==> src/rtl/lu_pkg.sv <==
// Shared definitions for the 32-bit logic functional unit:
// operation encoding and datapath width.
package lu_pkg;

  localparam int LU_DATA_W = 32;

  typedef enum logic [1:0] {
    LU_AND = 2'b00,
    LU_OR  = 2'b01,
    LU_XOR = 2'b10,
    LU_NOR = 2'b11
  } lu_op_e;

endpackage

==> src/rtl/logic_exec.sv <==
// Bitwise execution datapath of the logic unit: AND, OR and XOR gate
// vectors feed a 2-bit opcode select; NOR is the inverted OR vector.
module logic_exec
  import lu_pkg::*;
(
  input  lu_op_e               op,
  input  logic [LU_DATA_W-1:0] a,
  input  logic [LU_DATA_W-1:0] b,
  output logic [LU_DATA_W-1:0] y
);

  logic [LU_DATA_W-1:0] and_y;
  logic [LU_DATA_W-1:0] or_y;
  logic [LU_DATA_W-1:0] xor_y;

  assign and_y = a & b;
  assign or_y  = a | b;
  assign xor_y = a ^ b;

  // Pick the gate output named by the opcode.
  always_comb begin
    // NOTE: y gets a default before the case so every path assigns it and no latch is inferred.
    y = and_y;
    case (op)
      LU_AND:  y = and_y;
      LU_OR:   y = or_y;
      LU_XOR:  y = xor_y;
      LU_NOR:  y = ~or_y;
      default: y = and_y;
    endcase
  end

endmodule

==> src/rtl/logic_unit_sched.sv <==
// Issue scheduler and one-entry result buffer for the logic functional unit.
// Round-robin arbitration over NUM_RS reservation stations, execution through
// logic_exec, and a tagged result held until the CDB accepts it.
// Optional feature: define LOGIC_UNIT_PERF_EN to add the op_cnt port with
// four wrapping 16-bit per-op grant counters (AND at [15:0] .. NOR at [63:48]).
module logic_unit_sched
  import lu_pkg::*;
#(
  parameter int NUM_RS = 3,
  parameter int TAG_W  = 4
) (
  input  logic                        clk,
  input  logic                        reset,
  input  logic                        flush,
  input  logic [NUM_RS-1:0]           rs_req,
  input  logic [2*NUM_RS-1:0]         rs_op,
  input  logic [LU_DATA_W*NUM_RS-1:0] rs_a,
  input  logic [LU_DATA_W*NUM_RS-1:0] rs_b,
  input  logic [TAG_W*NUM_RS-1:0]     rs_tag,
  output logic [NUM_RS-1:0]           rs_gnt,
  output logic                        cdb_req,
  input  logic                        cdb_gnt,
  output logic [TAG_W-1:0]            cdb_tag,
  output logic [LU_DATA_W-1:0]        cdb_data
`ifdef LOGIC_UNIT_PERF_EN
  ,
  output logic [63:0]                 op_cnt
`endif
);

  localparam int IDX_W = (NUM_RS > 1) ? $clog2(NUM_RS) : 1;

  logic [IDX_W-1:0]     ptr;
  logic [IDX_W-1:0]     gnt_idx;
  logic                 gnt_any;
  logic                 acc;
  logic                 buf_valid;
  logic [TAG_W-1:0]     buf_tag;
  logic [LU_DATA_W-1:0] buf_data;

  lu_op_e               sel_op;
  logic [LU_DATA_W-1:0] sel_a;
  logic [LU_DATA_W-1:0] sel_b;
  logic [TAG_W-1:0]     sel_tag;
  logic [LU_DATA_W-1:0] exec_y;

  // The buffer can take a new op when empty or when it drains this cycle.
  assign acc = ~buf_valid | cdb_gnt;

  // Round-robin search starting one slot after the last granted station.
  always_comb begin
    int cand;
    cand    = 0;
    gnt_any = 1'b0;
    gnt_idx = '0;
    for (int k = 1; k <= NUM_RS; k++) begin
      cand = int'(ptr) + k;
      if (cand >= NUM_RS) cand = cand - NUM_RS;
      if (!gnt_any && rs_req[cand]) begin
        gnt_any = 1'b1;
        gnt_idx = IDX_W'(cand);
      end
    end
    if (reset || flush || !acc) gnt_any = 1'b0;
  end

  // One-hot grant back to the selected station.
  always_comb begin
    rs_gnt = '0;
    if (gnt_any) rs_gnt[gnt_idx] = 1'b1;
  end

  // Steer the granted station's operands into the shared datapath.
  assign sel_op  = lu_op_e'(rs_op[2*gnt_idx +: 2]);
  assign sel_a   = rs_a[LU_DATA_W*gnt_idx +: LU_DATA_W];
  assign sel_b   = rs_b[LU_DATA_W*gnt_idx +: LU_DATA_W];
  assign sel_tag = rs_tag[TAG_W*gnt_idx +: TAG_W];

  logic_exec u_exec (
    .op (sel_op),
    .a  (sel_a),
    .b  (sel_b),
    .y  (exec_y)
  );

  // Result buffer and pointer: flush squashes, a grant reloads, a CDB grant retires.
  always_ff @(posedge clk or posedge reset) begin
    if (reset) begin
      // NOTE: data and tag registers are reset too, because the CDB outputs must read zero after reset.
      buf_valid <= 1'b0;
      buf_tag   <= '0;
      buf_data  <= '0;
      ptr       <= IDX_W'(NUM_RS - 1);
    end else if (flush) begin
      buf_valid <= 1'b0;
    end else if (gnt_any) begin
      // NOTE: non-blocking assignments so every register samples pre-edge values.
      buf_valid <= 1'b1;
      buf_tag   <= sel_tag;
      buf_data  <= exec_y;
      ptr       <= gnt_idx;
    end else if (cdb_gnt) begin
      buf_valid <= 1'b0;
    end
  end

  assign cdb_req  = buf_valid;
  assign cdb_tag  = buf_tag;
  assign cdb_data = buf_data;

`ifdef LOGIC_UNIT_PERF_EN
  logic [15:0] cnt [4];

  // Count grants per op type; each counter wraps on overflow.
  always_ff @(posedge clk or posedge reset) begin
    if (reset) begin
      for (int i = 0; i < 4; i++) cnt[i] <= '0;
    end else if (gnt_any) begin
      cnt[sel_op] <= cnt[sel_op] + 16'd1;
    end
  end

  assign op_cnt = {cnt[3], cnt[2], cnt[1], cnt[0]};
`endif

endmodule

==> config.mk <==
export PLATFORM = sky130hd
export DESIGN_NAME = logic_unit_sched
export DESIGN_NICKNAME = d
export VERILOG_FILES = /design/src/rtl/lu_pkg.sv /design/src/rtl/logic_exec.sv /design/src/rtl/logic_unit_sched.sv
export SDC_FILE = /design/constraint.sdc
export NUM_CORES = 1
export LEC_CHECK = 0
export CAP_MARGIN = 15
export CORE_AREA = 2 2 93 162
export CTS_CLUSTER_DIAMETER = 100
export DETAILED_ROUTE_END_ITERATION = 7
export DIE_AREA = 0 0 95 164
export PLACE_DENSITY = 0.77
export RECOVER_POWER = 50
export SYNTH_ARGS = -nofsm -noshare
export SYNTH_HDL_FRONTEND = slang
export SYNTH_HIERARCHICAL = 1
export SYNTH_SLANG_ARGS = --single-unit
==> constraint.sdc <==
create_clock -name clk -period 10.68 [get_ports clk]
set_clock_uncertainty 0.2 [all_clocks]
set_input_delay 1.068 -clock clk [delete_from_list [all_inputs] [get_ports clk]]
set_output_delay 1.068 -clock clk [all_outputs]
set_load 0.005 [all_outputs]
==> summary.txt <==
Logic synthesis
  – Seq/Total Area, Yosys: 17.5%
  – EDFF count, synth: 0
  – Async SR Flop Fraction: 100%
  – Top cell type's share of synthesized area: 24.4%
  – Dominant synthesized flop cell: dfrtp_1
  – #FFs+latches synth: 39
  – Synth cell types: 41
  – Yosys Warn Count: 6
  – Cells after Synth: 604
  – Top-count cell post-synth: mux2i_1
  – Syn nets: 889
  – Post-Syn Area: 5590 µm²
  – Synth top cells by count: mux2i_1, inv_1, a21oi_1
  – Synth area leader: mux2i_1
  – Synth area leaders: mux2i_1, dfrtp_1, ha_1
  – Synth Area per Inst: 9.25 µm²

Min path
  – Hold Path Stages: 1
  – Class of the worst hold path: flip-flop to flip-flop

STA
  – Rel. slew slack: -7.79%
  – Achievable Freq: 172 MHz
  – RSZ-0062 raised after global routing: false
  – Post-route minimum period: 5820 ps
  – Final hold vios: 0
  – Setup violations, final: 0
  – Period Utilization, post-route: 54.5%
  – Setup ws final: 4860 ps
  – Final Max Tran Viols: 40
  – Final TNS setup: 0 ps
  – Worst Max-Slew Pin Slew: 1620 ps
  – Hold slack: 309 ps

Floorplanning
  – Die Y: 164 µm
  – Core area: 14300 µm²
  – Die ar.: 15600 µm²
  – FP Rows: 58
  – Initial core utilization: 39.1%
  – Die X: 95 µm
  – Num ports: 257

Clock network
  – Total CTS buffers: 5
  – Maximum clock path buffer count: 2
  – Hold_buf cts: 0
  – Clock transition at the registers of the reported paths: 60 ps
  – TritonCTS clock tree: built
  – CTS H-Tree Depth: 2
  – Postcts setup bufs: 0
  – Post-cts resize count: 0
  – Sink Count: 39
  – Skew-Pair Late Insertion Delay: 280 ps
  – CTS Root Cell: clkbuf_16

Finish
  – N_diodes: 0
  – Nets: 1119
  – Layout cells sized above 1: 6.59%
  – Fillcell total: 1312
  – Area delta synth->final: 46.9%
  – Final core occ: 57.4%

Routing
  – Wire per inst: 14.9 µm
  – Vias/cell: 4.88
  – Drt first pass iters: 4
  – # DRC: 0
  – Detail Route Antenna Nets: 0
  – Routed wire length: 15100 µm
  – Initial DRC count: 147
  – DR vias: 4957

Setup path
  – CP Class: input port to flip-flop
  – Worst-path fanout max: 64
  – Crit end category: flip-flop
  – Crit path DAT: 5790 ps
  – R2R cell count: 12
  – Req. time, crit path: 10650 ps
  – Setup crit start kind: input port

GRT
  – Number of global-route vias before repair: 4874
  – First-pass GRT wire length: 23300 µm
  – Total grt overflow: 0
  – Total GRT Usage: 19.0%
  – Initial antenna violation count: 0
  – Pin count of the biggest net entering global routing: 79

Outcome
  – Status: finished with violations
  – Violated checks: max-capacitance violations, max-slew violations

Job
  – Max-cap violations: 1

Placement
  – HPWL after detailed placement: 11900 µm
  – Place WS: 4580 ps
  – Port Buf Inserts: 256
  – GPL Wtd Cong: 0.826
## registers in the layout (all words and copies together), names as in the netlist
| signal | flops |
|---|---|
| cdb_data | 32 |
| cdb_tag | 4 |
| ptr | 2 |
| cdb_req | 1 |
## worst max-delay path, cell delays in order
cell	delay (ps)
clkdlybuf4s50_1	570
or3b_4	420
a21o_1	190
a31oi_4	740
buf_4	820
mux2i_1	240
a21oi_4	180
buf_4	800
mux2i_1	280
mux2i_1	100
mux2_4	280
## stage by stage
stage / instances / area, µm²
5_1_grt: 1015 / 8210
2_1_floorplan: 604 / 5590
3_5_place_dp: 1007 / 8050
6_report: 1015 / 8210
4_1_cts: 1015 / 8210
3_3_place_gp: 1007 / 8050
## worst paths after layout
kind                         startpoint           end  slack [ps]
max                           rs_req[2]  cdb_data[22]        4860
min                        cdb_data[26]  cdb_data[26]         310
max reg2reg                      ptr[0]  cdb_data[22]        5040
min reg2reg                cdb_data[26]  cdb_data[26]         310
max in group asynchronous         reset  cdb_data[16]        7780
min in group asynchronous         reset       cdb_req        1560
## cell families (layout without fill, tap and decap cells)
logic type / count (synthesis) / count (layout) / synth area share (%)
adder cells (fa/ha/maj): 68 / 68 / 15.2
multiplexers: 170 / 170 / 33.4
AO/OA/AOI/OAI: 92 / 92 / 9.38
buffers and inverters: 113 / 344 / 12.5
XOR/XNOR: 32 / 32 / 5.02
AND/OR/NAND/NOR: 90 / 90 / 6.92
flip-flops: 39 / 39 / 17.5
## cell usage in the layout (no fill, tap or decap), types with 4 or more instances in the layout
| cell | n |
|---|---|
| nor2_1 | 68 |
| o32a_1 | 4 |
| ha_1 | 68 |
| buf_4 | 6 |
| o21ai_0 | 4 |
| clkbuf_16 | 5 |
| xor2_1 | 32 |
| a21oi_1 | 68 |
| mux2i_1 | 136 |
| inv_1 | 74 |
| dlygate4sd3_1 | 21 |
| mux2_4 | 33 |
| clkdlybuf4s50_1 | 235 |
| nand2_1 | 8 |
| dfrtp_1 | 38 |
## final cells by class
type                    instances  area, µm²  area share, %
clock buffers                   8        156           1.91
inverters                      74        278           3.38
multi-input cells             452       3970           48.3
flip-flops and latches         39        977           11.9
well taps                     180        225           2.74
repair buffers                262       2610           31.8
## layer usage
layer / share of wire [%] / vias to the layer above / track usage, %
met5: 0 / - / 0
met4: 2.7 / 0 / 6.72
met3: 6.0 / 21 / 3.72
met2: 54 / 166 / 36.2
met1: 37 / 2269 / 20.3
li1: - / 2501 / -
Power is not shown: default switching activity piles up to over one toggle a cycle in this logic, so the estimate is an artifact.
